==> src/rtl/am2901_useq_if.sv <==
// Sequencer <-> microcode ROM / Am2901 / host bundle; the master side is the sequencer.
// Combinational uaddr out, registered Am2901 control pins; no backpressure on any signal.
interface am2901_useq_if #(
   parameter int UADDR_W = 6
);
   logic               start;
   logic [UADDR_W-1:0] start_addr;
   logic [UADDR_W-1:0] uaddr;
   logic [32:0]        uword;
   logic               z;
   logic               ovr;
   logic               cout;
   logic               f3;
   logic [8:0]         i_out;
   logic [3:0]         a_out;
   logic [3:0]         b_out;
   logic [3:0]         d_out;
   logic               cin_out;
   logic               oe_out;
   logic               busy;
   logic               done;
   logic               err;

   modport master (
      input  start, start_addr, uword, z, ovr, cout, f3,
      output uaddr, i_out, a_out, b_out, d_out, cin_out, oe_out, busy, done, err
   );

   modport slave (
      output start, start_addr, uword, z, ovr, cout, f3,
      input  uaddr, i_out, a_out, b_out, d_out, cin_out, oe_out, busy, done, err
   );
endinterface

==> src/rtl/am2901_useq.sv <==
// Am2901 microprogram sequencer: one-stage pipeline register, combinational next-address to ROM.
// One microword per cycle while running; flags reach uaddr in the same cycle; no backpressure.
module am2901_useq #(
   parameter int UADDR_W     = 6,
   parameter int STACK_DEPTH = 4
) (
   input  logic          cp,
   input  logic          rst_lo,
   am2901_useq_if.master bus
);
   localparam int DW = $clog2(STACK_DEPTH + 1);
   localparam int SW = (STACK_DEPTH > 1) ? $clog2(STACK_DEPTH) : 1;

   localparam logic [32:0] NOP = {9'h05C, 24'h0};

   localparam logic [0:0] IDLE = 1'b0;
   localparam logic [0:0] RUN  = 1'b1;

   localparam logic [2:0] OP_CONT = 3'd0;
   localparam logic [2:0] OP_JMP  = 3'd1;
   localparam logic [2:0] OP_CJMP = 3'd2;
   localparam logic [2:0] OP_CALL = 3'd3;
   localparam logic [2:0] OP_RET  = 3'd4;
   localparam logic [2:0] OP_LDCT = 3'd5;
   localparam logic [2:0] OP_LOOP = 3'd6;
   localparam logic [2:0] OP_HALT = 3'd7;

   logic [0:0]         state;
   logic [32:0]        pipe;
   logic [UADDR_W-1:0] upc;
   logic [UADDR_W-1:0] cnt;
   logic [DW-1:0]      depth;
   logic               done;
   logic               err;
   logic [UADDR_W-1:0] stack [STACK_DEPTH];

   logic [2:0]         seq_op;
   logic [1:0]         cond;
   logic [UADDR_W-1:0] target;
   logic               flag;
   logic               stack_full;
   logic               stack_empty;
   logic [SW-1:0]      wr_idx;
   logic [SW-1:0]      rd_idx;

   logic [UADDR_W-1:0] uaddr_n;
   logic               halt;
   logic               fault;
   logic               push;
   logic               pop;
   logic               cnt_ld;
   logic               cnt_dec;

   assign seq_op      = pipe[10:8];
   assign cond        = pipe[7:6];
   assign target      = UADDR_W'(pipe[5:0]);
   assign stack_full  = (depth == DW'(STACK_DEPTH));
   assign stack_empty = (depth == '0);
   assign wr_idx      = SW'(depth);
   assign rd_idx      = SW'(depth - DW'(1));

   always_comb begin
      flag = bus.z;
      case (cond)
         2'b00:   flag = bus.z;
         2'b01:   flag = bus.ovr;
         2'b10:   flag = bus.cout;
         default: flag = bus.f3;
      endcase
   end

   // Next-address decode; a stack fault turns CALL/RET into HALT without touching the stack.
   always_comb begin
      uaddr_n = upc;
      halt    = 1'b0;
      fault   = 1'b0;
      push    = 1'b0;
      pop     = 1'b0;
      cnt_ld  = 1'b0;
      cnt_dec = 1'b0;
      if (state == IDLE) begin
         uaddr_n = bus.start_addr;
      end else begin
         case (seq_op)
            OP_CONT: uaddr_n = upc;
            OP_JMP:  uaddr_n = target;
            OP_CJMP: if (flag) uaddr_n = target;
            OP_CALL: begin
               if (stack_full) begin
                  halt  = 1'b1;
                  fault = 1'b1;
               end else begin
                  uaddr_n = target;
                  push    = 1'b1;
               end
            end
            OP_RET: begin
               if (stack_empty) begin
                  halt  = 1'b1;
                  fault = 1'b1;
               end else begin
                  uaddr_n = stack[rd_idx];
                  pop     = 1'b1;
               end
            end
            OP_LDCT: cnt_ld = 1'b1;
            OP_LOOP: begin
               if (cnt != '0) begin
                  uaddr_n = target;
                  cnt_dec = 1'b1;
               end
            end
            default: halt = 1'b1;
         endcase
      end
   end

   always_ff @(posedge cp or negedge rst_lo) begin
      if (!rst_lo) begin
         state <= IDLE;
         pipe  <= NOP;
         upc   <= '0;
         cnt   <= '0;
         depth <= '0;
         done  <= 1'b0;
         err   <= 1'b0;
      end else begin
         done <= 1'b0;
         if (state == IDLE) begin
            if (bus.start) begin
               state <= RUN;
               pipe  <= bus.uword;
               upc   <= uaddr_n + UADDR_W'(1);
               depth <= '0;
               cnt   <= '0;
               err   <= 1'b0;
            end
         end else if (halt) begin
            state <= IDLE;
            pipe  <= NOP;
            done  <= 1'b1;
            if (fault) err <= 1'b1;
         end else begin
            pipe <= bus.uword;
            upc  <= uaddr_n + UADDR_W'(1);
            if (push) depth <= depth + DW'(1);
            else if (pop) depth <= depth - DW'(1);
            if (cnt_ld) cnt <= target;
            else if (cnt_dec) cnt <= cnt - UADDR_W'(1);
         end
      end
   end

   // Stack contents need no reset: depth alone says which entries are valid.
   always_ff @(posedge cp) begin
      if (push) stack[wr_idx] <= upc;
   end

   assign bus.uaddr   = uaddr_n;
   assign bus.i_out   = pipe[32:24];
   assign bus.a_out   = pipe[23:20];
   assign bus.b_out   = pipe[19:16];
   assign bus.d_out   = pipe[15:12];
   assign bus.cin_out = pipe[11];
   assign bus.oe_out  = (state == RUN);
   assign bus.busy    = (state == RUN);
   assign bus.done    = done;
   assign bus.err     = err;
endmodule
==> src/flat_wrapper.sv <==
// flat-port wrapper written by rule: the top's interface ports become plain ports
module am2901_useq_flat 
#(
   parameter int UADDR_W     = 6,
   parameter int STACK_DEPTH = 4
)
  (cp, rst_lo, bus_start, bus_start_addr, bus_uword, bus_z, bus_ovr, bus_cout, bus_f3, bus_uaddr, bus_i_out, bus_a_out, bus_b_out, bus_d_out, bus_cin_out, bus_oe_out, bus_busy, bus_done, bus_err);
  am2901_useq_if #(.UADDR_W(UADDR_W)) bus_i ();
  input  logic cp;
  input  logic rst_lo;
  input wire logic [$bits(bus_i.start)-1:0] bus_start;
  input wire logic [$bits(bus_i.start_addr)-1:0] bus_start_addr;
  input wire logic [$bits(bus_i.uword)-1:0] bus_uword;
  input wire logic [$bits(bus_i.z)-1:0] bus_z;
  input wire logic [$bits(bus_i.ovr)-1:0] bus_ovr;
  input wire logic [$bits(bus_i.cout)-1:0] bus_cout;
  input wire logic [$bits(bus_i.f3)-1:0] bus_f3;
  output wire logic [$bits(bus_i.uaddr)-1:0] bus_uaddr;
  output wire logic [$bits(bus_i.i_out)-1:0] bus_i_out;
  output wire logic [$bits(bus_i.a_out)-1:0] bus_a_out;
  output wire logic [$bits(bus_i.b_out)-1:0] bus_b_out;
  output wire logic [$bits(bus_i.d_out)-1:0] bus_d_out;
  output wire logic [$bits(bus_i.cin_out)-1:0] bus_cin_out;
  output wire logic [$bits(bus_i.oe_out)-1:0] bus_oe_out;
  output wire logic [$bits(bus_i.busy)-1:0] bus_busy;
  output wire logic [$bits(bus_i.done)-1:0] bus_done;
  output wire logic [$bits(bus_i.err)-1:0] bus_err;
  assign bus_i.start = bus_start;
  assign bus_i.start_addr = bus_start_addr;
  assign bus_i.uword = bus_uword;
  assign bus_i.z = bus_z;
  assign bus_i.ovr = bus_ovr;
  assign bus_i.cout = bus_cout;
  assign bus_i.f3 = bus_f3;
  assign bus_uaddr = bus_i.uaddr;
  assign bus_i_out = bus_i.i_out;
  assign bus_a_out = bus_i.a_out;
  assign bus_b_out = bus_i.b_out;
  assign bus_d_out = bus_i.d_out;
  assign bus_cin_out = bus_i.cin_out;
  assign bus_oe_out = bus_i.oe_out;
  assign bus_busy = bus_i.busy;
  assign bus_done = bus_i.done;
  assign bus_err = bus_i.err;
  am2901_useq #(.UADDR_W(UADDR_W), .STACK_DEPTH(STACK_DEPTH)) u_core (.cp(cp), .rst_lo(rst_lo), .bus(bus_i));
endmodule
==> config.mk <==
export PLATFORM = sky130hd
export DESIGN_NAME = am2901_useq_flat
export DESIGN_NICKNAME = d
export VERILOG_FILES = /design/src/rtl/am2901_useq_if.sv /design/src/rtl/am2901_useq.sv /design/src/flat_wrapper.sv
export SDC_FILE = /design/constraint.sdc
export NUM_CORES = 1
export LEC_CHECK = 0
export CORE_UTILIZATION = 52
export CTS_CLUSTER_SIZE = 25
export DETAILED_ROUTE_END_ITERATION = 10
export GPL_TIMING_DRIVEN = 0
export MAX_ROUTING_LAYER = met4
export PLACE_DENSITY = 0.85
export SETUP_SLACK_MARGIN = 0.5
export SLEW_MARGIN = 10
export SYNTH_ARGS = -nofsm -noshare
export SYNTH_HDL_FRONTEND = slang
export SYNTH_SLANG_ARGS = --single-unit
==> constraint.sdc <==
create_clock -name cp -period 3.84 [get_ports cp]
set_clock_uncertainty 0.1 [all_clocks]
set_input_delay 0.576 -clock cp [delete_from_list [all_inputs] [get_ports cp]]
set_output_delay 0.576 -clock cp [all_outputs]
set_load 0.01 [all_outputs]
Yosys cells after proc, flatten, opt, wreduce, memory -nomap -nowiden
Memory sizes are Yosys's and may differ from the RTL's.
Cells that the tools add are included.
W data, S select, Z words.
{"block": "classes", "add_sub_neg": 4, "n_eq_ne": 14, "n_mux": 51, "n_reduce_logical": 10}
{"operator": "$mux W33", "n": 3}
{"operator": "$mux W6", "n": 13}
{"operator": "$pmux W6 S5", "n": 1}
{"operator": "$mux W1", "n": 26}
{"operator": "$mux W3", "n": 5}
{"operator": "$eq A3 B3 Y1 const B", "n": 4}
{"operator": "$reduce_and A3 Y1", "n": 3}
{"operator": "$add A6 B1 Y6 const B", "n": 1}
{"operator": "$eq A3 B2 Y1 const B", "n": 2}
{"operator": "$logic_not A3 Y1", "n": 2}
{"operator": "$ne A2 B2 Y1 const B", "n": 3}
{"operator": "$ne A3 B3 Y1 const B", "n": 2}
{"operator": "$pmux W1 S3", "n": 2}
{"operator": "$reduce_bool A6 Y1", "n": 1}
{"operator": "$sub A6 B1 Y6 const B", "n": 1}
{"operator": "$reduce_or A5 Y1", "n": 1}
{"operator": "$add A3 B1 Y3 const B", "n": 1}
{"operator": "$eq A3 B1 Y1 const B", "n": 1}
{"operator": "$sub A3 B1 Y3 const B", "n": 1}
{"operator": "$eq A2 B1 Y1 const B", "n": 1}
{"operator": "$eq A2 B2 Y1 const B", "n": 1}
{"operator": "$logic_not A2 Y1", "n": 1}
{"operator": "$pmux W1 S2", "n": 1}
{"operator": "$reduce_and A2 Y1", "n": 1}
{"operator": "$reduce_bool A2 Y1", "n": 1}
{"block": "word_totals", "register_bits": 51, "mem_bits_rw": 24, "elab_cells": 87, "n_memories": 1}
{"name": "u_core.stack", "words": 4, "width": 6, "rd": 1, "rd_clocked_by_memory_dff": 0, "wr": 1, "line_no": "am2901_useq.sv:35", "rtl": "logic [UADDR_W-1:0] stack [STACK_DEPTH];"}

Depth between registers and ports, before layout
Gate-level depths: netlist of run 1.
{"block": "logic_depth", "depth_word": 8, "ltp_mapped": 13, "mapped_depth_nobuf": 11}

Worst setup path after synthesis of run 1
No wires, ideal clock.
{"block": "synth_timing", "kind": "reg2out", "startpoint": "register u_core.depth[0]", "endpoint": "output bus_uaddr[3]", "arrival_ns": 2.106, "required_time_ns": 3.164, "path_slack_ns": 1.058, "stages_incl_launch_ff": 9, "path_cell_list": "dfrtp_1 > buf_2 > inv_1 > ha_1 > clkbuf_1 > mux4_2 > o221a_2 > o22ai_1 > a31oi_4"}
{"block": "synth_via", "elab_chain_len": 5, "word_cells_on_any_way": 8, "cone_classes": "1 x add/sub; 1 x eq/ne; 4 x mux; 1 x reduce/logical; 1 x memory"}
{"element": "start: declaration", "line_no": "am2901_useq.sv:32", "rtl": "logic [DW-1:0] depth;"}
{"element": "start signal: assignment", "line_no": "am2901_useq.sv:146", "rtl": "if (push) depth <= depth + DW'(1);"}
{"element": "start signal: assignment", "line_no": "am2901_useq.sv:147", "rtl": "else if (pop) depth <= depth - DW'(1);"}
{"element": "$sub A3 B1 Y3", "line_no": "am2901_useq.sv:60", "rtl": "assign rd_idx = SW'(depth - DW'(1));"}
{"element": "$mem_v2 Z4 W6"}
{"element": "$mux W6", "line_no": "am2901_useq.sv:98", "rtl": "if (stack_empty) begin"}
{"element": "$pmux W6 S5 (*)", "line_no": "am2901_useq.sv:84", "rtl": "case (seq_op)"}
{"element": "$mux W6 (*)", "line_no": "am2901_useq.sv:81", "rtl": "if (state == IDLE) begin"}
{"element": "end: declaration", "line_no": "flat_wrapper.sv:18", "rtl": "output wire logic [$bits(bus_i.uaddr)-1:0] bus_uaddr;"}
Every way passes the cells marked *; elsewhere a longest branch is shown, timed or not.

Final worst setup path of run 1
{"block": "layout_timing", "startpoint": "register u_core.depth[0]", "endpoint": "output bus_uaddr[4]"}
Same word-level chain as after synthesis.

==> impl_metrics.yaml, run 1 <==
sta:
  tightestPinTransition_ns: 0.487
  slew_headroom: 0.676
  fmax_mhz: 308
  slew_viol_final: 0
  min_period_ns: 3.25
  setup_viol: 0
  rsz0062_at_grt: "no"
  finalCritPeriodShare: 0.846
  final.setup.tns_ns: 0
  hold_viol_final: 0
grt:
  grt_first_pass_wirelength_um: 15400
  overflow: 0
  antenna_found_initial: 0
  grt_pass1_vias: 3257
  grt.total_usage: 0.268
  grt_max_degree: 34
finish:
  layout_common_cells: "nand2_1 (90), clkdlybuf4s50_1 (70), o21ai_0 (52), dfrtp_1 (47), buf_4 (26)"
  area_delta_synth_final_pct: 29.7
  diodes: 0
  design_area_sq_um: 5120
  mostFrequentLayoutCell: "nand2_1"
  drive_gt1_frac: 0.173
  fin_nets: 550
clock_tree:
  clk_latency_ns: 0.35
  clock_sinks: 75
  cts-root-buf: "clkbuf_8"
  cts_max_level: 3
  hold_buffers: 0
  cts_tree: "done"
  ctsLongestPathBuffers: 2
  cts_inserted_buffers: 9
  cts.clk_slew.worst_paths_ns: 0.08
synth:
  synth_warnings: 0
  synth_edf_count: 24
  avgSynthCellArea_sq_um: 9.77
  post_synth_num_cell_types: 58
  async_reset_ff_frac: 0.680
  syn_area_sq_um: 3950
  synthFlopType: "dfrtp_1"
  ys_ff_latch: 75
  ys_seq_area_frac: 0.507
  synth_nets: 457
  syn_inst: 404
run_status:
  status: "finished clean"
worst_setup_path:
  setup.worst_path.start_class: "flop"
  slowest_delay_ns: 0.39
  arrival_ns: 2.57
  cp_max_fo: 8
  crit_slowest_cell: "dfrtp_1"
  worstPathRequired_ns: 3.16
  end_kind: "output port"
  reg2regPathDepth: 13
  worstPathCellList: "buf_6 -> inv_2 -> ha_2 -> clkbuf_4 -> mux4_2 -> o221a_2 -> o22ai_2 -> a31oi_4 -> dlygate4sd2_1"
  path_class: "reg2out"
routing:
  highest_layer: "met4"
  ant_nets: 0
  vias: 3362
  avgViaCountPerCell: 5.59
  drt-initial-drc-count: 230
  drc: 0
  drt_first_pass_iters: 5
  met2WireLength_um: 4760
  drt_wl_total_um: 9740
  wl_per_cell_um: 16.2
  wl_met1_um: 4190
  dr_wl_met3_um: 625
hold_path:
  hp-class: "in2async"
flow_run:
  drv_cap: 0
placement:
  place_area_sq_um: 4860
  place_hpwl_um: 6910
  port_buffers: 77
  gp_congestion: 0.898
floorplan:
  die_w_um: 89.1
  rows: 31
  die_area_sq_um: 7940
  initial_core_util: 0.541
  die_h_um: 89.1
  core_area_sq_um: 7290
  io_pins: 78
pwr:
  ir_drop_v: 0.000361
  power.leakage_nw: 2.16
  powerDensity_nw_per_um2: 767
[Yosys cell counts (2+ instances only)]
cell type	count	area [sq um]
ha_1	7	87.6
buf_2	6	30.0
buf_4	22	165
and3_1	5	31.3
and2b_1	2	15.0
nor3_1	6	30.0
mux4_2	6	135
a22o_1	2	17.5
dfrtp_1	47	1180
a22oi_1	2	15.0
mux2i_1	2	20.0
and2_1	2	12.5
nor2b_1	4	25.0
clkbuf_1	13	48.8
nand2_1	90	338
nor2_1	15	56.3
edfxtp_1	24	721
a31oi_1	4	25.0
nand2b_1	5	31.3
nor4b_1	2	17.5
nand3_1	3	15.0
nor3b_1	2	15.0
a41oi_1	2	17.5
dfstp_2	4	105
a21oi_1	16	80.1
o22ai_1	6	37.5
o221a_2	2	22.5
a21oi_2	2	17.5
xor2_1	3	26.3
or2_2	2	12.5
o21ai_0	53	265
or3_1	2	12.5
a31oi_4	2	42.5
o21ai_1	5	25.0
inv_1	11	41.3
[sequential cells by signal, summed over array words and instances, names as in the netlist]
name             flops
u_core.pipe         33
u_core.stack        24
u_core.cnt           6
u_core.upc           6
u_core.depth         3
u_core.bus.busy      1
u_core.bus.done      1
u_core.bus.err       1
[critical path, delay by kind of cell, from the launching register on]
family          cells  cell delay (ns)
flops               1             0.39
fa+ha+maj           1             0.28
compound gates      3             0.52
buf+inv             4             0.72
mux                 1             0.31
[routing by layer]
metal	track usage	up-vias
met2	0.436	133
met5	-	-
met3	0.0683	25
li1	-	1578
met4	0.0880	0
met1	0.329	1626
[cell type report]
type	count	area, sq um
Sequential cell	75	2000
Clock inverter	4	23.8
Tap cell	99	124
Inverter	12	45.0
Clock buffer	12	166
Multi-Input combinational cell	274	1670
Fill cell	559	2170
Timing Repair Buffer	82	816
Buffer	43	272
[what timing repair did]
item                       4_1_cts  5_1_grt
setup endpoints to repair        6        6
setup buffers                    2        2
gates resized for setup         16        6
pin swaps                        0        2
[metrics by stage]
| stage | std cells | utilization | hold slack (ns) | power [mW] | worst slack, ns |
|---|---|---|---|---|---|
| finish | 601 | 0.702 | 0.0638 | 3.93 | 0.593 |
| global route | 601 | 0.702 | 0.0954 | 4.17 | 0.511 |
| CTS | 599 | 0.699 | 0.0685 | 3.90 | 0.502 |
| detailed placement | 581 | 0.666 | 0.348 | 3.27 | 0.194 |
| global placement | 580 | 0.664 | 0.342 | 3.20 | 0.276 |
| floorplan | 404 | - | 0.180 | 2.55 | 1.06 |
[kinds of logic after synthesis]
logic type / Yosys count / synth area share
AO/OA/AOI/OAI: 105 / 0.166
XOR/XNOR: 4 / 0.00888
adder cells (fa/ha/maj): 7 / 0.0222
buffers and inverters: 55 / 0.0770
flip-flops: 75 / 0.507
multiplexers: 8 / 0.0393
AND/OR/NAND/NOR: 150 / 0.179
[power by group]
group | switching (mW) | internal, mW | total, mW | leakage [nW]
clock | 0.292 | 0.290 | 0.582 | 0.101
combinational | 1.06 | 0.963 | 2.02 | 1.23
sequential | 0.214 | 1.11 | 1.32 | 0.831
[worst paths after layout]
path	startpoint	end	slack, ns
min in group cp	u_core.pipe[28]	u_core.pipe[28]	0.36
min	rst_lo	u_core.pipe[29]	0.06
max reg2reg	u_core.depth[0]	u_core.upc[4]	1.22
max	u_core.depth[0]	bus_uaddr[4]	0.59
max in group asynchronous	rst_lo	u_core.pipe[26]	2.97
min reg2reg	u_core.pipe[28]	u_core.pipe[28]	0.36
No activity file was read; power rests on OpenSTA's default activity.
==> run 2, diff against run 1 <==
--- a/config.mk
+++ b/config.mk
@@ -5,12 +5,12 @@
 export SDC_FILE = /design/constraint.sdc
 export NUM_CORES = 1
 export LEC_CHECK = 0
-export CORE_UTILIZATION = 52
+export CORE_UTILIZATION = 47
 export CTS_CLUSTER_SIZE = 25
 export DETAILED_ROUTE_END_ITERATION = 10
 export GPL_TIMING_DRIVEN = 0
 export MAX_ROUTING_LAYER = met4
-export PLACE_DENSITY = 0.85
+export PLACE_DENSITY = 0.82
 export SETUP_SLACK_MARGIN = 0.5
 export SLEW_MARGIN = 10
 export SYNTH_ARGS = -nofsm -noshare
==> constraint.sdc (replaced) <==
create_clock -name cp -period 2.9 [get_ports cp]
set_clock_uncertainty 0.1 [all_clocks]
set_input_delay 0.435 -clock cp [delete_from_list [all_inputs] [get_ports cp]]
set_output_delay 0.435 -clock cp [all_outputs]
set_load 0.01 [all_outputs]
==> run 2 against run 1 <==
Net effect:
- the run now ends with hold timing left
- sequential power increased by 32%
- critical endpoint is now bus_uaddr[1]
- non-clock buffer count increased by 30
- global-route usage decreased by 0.59 points
- register-to-register slack got worse by 1.1 ns
- clock-buffer cell count unchanged
- clock power increased by 55%
- first-iteration DRC count decreased by 14%
==> impl_metrics.yaml, run 2 (synthesized netlist as in run 1, its figures left out) <==
run_status:
  status: "finished with violations"
  violations: "hold timing"
pwr:
  p_comb_frac: 0.574
  power.share.switching: 0.390
  p_clk_frac: 0.145
  power.leakage_nw: 2.33
  powerDensity_nw_per_um2: 1110
  p_seq_frac: 0.281
  total_power_mw: 6.21
  intPower_mw: 3.79
  ir_drop_v: 0.000518
  power.switching_mw: 2.42
sta:
  slew_viol_final: 0
  rsz0062_at_grt: "yes"
  min_period_ns: 2.81
  fmax_mhz: 356
  tightestPinTransition_ns: 0.623
  finalCritPeriodShare: 0.968
  hold_viol_final: 16
  slew_headroom: 0.585
  whs_ns: -0.00687
  setup_viol: 0
  final.setup.tns_ns: 0
grt:
  grt.total_usage: 0.262
  grt_first_pass_wirelength_um: 16800
  overflow: 0
  antenna_found_initial: 0
  grt_pass1_vias: 3463
  grt_max_degree: 28
floorplan:
  die_h_um: 93.6
  initial_core_util: 0.483
  core_area_sq_um: 8180
  rows: 33
  die_area_sq_um: 8770
  die_w_um: 93.6
  io_pins: 78
placement:
  gp_congestion: 0.936
  place_hpwl_um: 6980
  place_area_sq_um: 4910
  placed_cells: 587
  port_buffers: 77
worst_setup_path:
  worstPathCellList: "buf_6 -> inv_6 -> ha_4 -> clkbuf_16 -> mux4_2 -> nand3_2 -> a31oi_2 -> a31oi_2 -> inv_2 -> buf_2"
  end_kind: "output port"
  r2r-end: "u_core.upc[4]"
  cp_max_fo: 6
  worstPathRequired_ns: 2.37
  reg2regPathDepth: 16
  path_class: "reg2out"
  setup.worst_path.start_class: "flop"
  ff2ff_setup_slack_ns: 0.15
  crit_slowest_cell: "dfrtp_1"
  rr_startpoint: "u_core.depth[0]"
  arrival_ns: 2.27
  crit_top_cell: "a31oi_2"
  slowest_delay_ns: 0.40
routing:
  avgViaCountPerCell: 5.57
  drt_first_pass_iters: 5
  drt-initial-drc-count: 197
  wl_per_cell_um: 16.5
  ant_nets: 0
  drc: 0
  vias: 3545
  drt_wl_total_um: 10500
finish:
  design_area_sq_um: 5600
  fin_nets: 580
  final_cell_count_no_fill: 637
  largest_reg_flops: 33
  fin_util: 0.685
  regMostFlops: "u_core.pipe"
  diodes: 0
  reg_top3: "u_core.pipe x33, u_core.stack x24"
  drive_gt1_frac: 0.278
  n_fill_cell: 588
  layout_common_cells: "nand2_1 (87), clkdlybuf4s50_1 (70), buf_4 (52), o21ai_0 (49), dfrtp_1 (46)"
  mostFrequentLayoutCell: "nand2_1"
  area_delta_synth_final_pct: 42.0
clock_tree:
  cts_inserted_buffers: 9
  clock_sinks: 75
  clk_latency_ns: 0.36
  ctsLongestPathBuffers: 2
  cts-root-buf: "clkbuf_8"
  cts_tree: "done"
  cts.clk_slew.worst_paths_ns: 0.08
  cts_max_level: 3
flow_run:
  drv_cap: 0
hold_path:
  hp-class: "in2async"
[run 2: cell count changes in the layout (fill, tap and decap cells not counted), sizes merged]
cell,delta
buf,+34
dlygate4sd2,-4
clkbuf,+2
clkinv,-2
dlymetal6s2s,-2
bufinv,+1
clkinvlp,+1
[run 2: metal layers]
layer | vias to the layer above | track usage | wire (um)
met1 | 1721 | 0.312 | 4230
met4 | 0 | 0.112 | 248
li1 | 1642 | - | -
met3 | 26 | 0.0577 | 738
met2 | 156 | 0.431 | 5290
met5 | - | - | 0
[run 2: critical path, delay by kind of cell, from the launching register on]
| family | cells | cell delay [ns] |
|---|---|---|
| muxes | 1 | 0.33 |
| buffers and inverters | 5 | 0.54 |
| and+or+nand+nor | 1 | 0.10 |
| DFF | 1 | 0.40 |
| adders and majority gates | 1 | 0.20 |
| AOI/OAI and AO/OA | 2 | 0.33 |
[run 2: power groups by stage]
stage / clock network (mW) / logic (mW) / registers, mW
final: 0.900 / 3.57 / 1.74
after global routing: 0.951 / 3.81 / 1.78
after CTS: 0.902 / 3.24 / 1.73
after detailed placement: 0 / 2.66 / 1.74
after global placement: 0 / 2.60 / 1.72
after floorplan: 0 / 1.77 / 1.67
[run 2: through the flow]
stage	hold slack, ns	worst slack, ns
final	-0.00687	0.0932
after global routing	0.0341	0.0360
after CTS	0.00860	0.103
after detailed placement	0.346	-0.206
after global placement	0.342	-0.247
after floorplan	0.0394	0.513
[run 2: final cells by class]
class	count	area, sq um	area share
clock inverters	4	55.1	0.00983
repair buffers	112	1030	0.183
multi-input cells	274	1870	0.333
clock buffers	12	176	0.0315
plain buffers	43	295	0.0527
flip-flops and latches	75	2000	0.358
inverters	12	50.0	0.00893
well taps	105	131	0.0234
[run 2: how the worst max path moves through the flow]
stage | from | endpoint | slack (ns) | depth (start not counted)
CTS | u_core.depth[0] | bus_uaddr[1] | 0.10 | 10
detailed placement | bus_cout | bus_uaddr[0] | -0.21 | 7
global placement | rst_lo | u_core.upc[2] | -0.25 | 1
floorplan | u_core.depth[0] | u_core.upc[4] | 0.51 | 13
global route | u_core.depth[0] | bus_uaddr[1] | 0.04 | 10
finish | u_core.depth[0] | bus_uaddr[1] | 0.09 | 10
[run 2: repair_timing]
action / in CTS / in global routing
pin swaps: 25 / 12
buffers inserted: 24 / 10
hold endpoints to repair: 0 / 0
hold buffers: 0 / 0
setup endpoints to repair: 16 / 24
resized for setup: 60 / 18
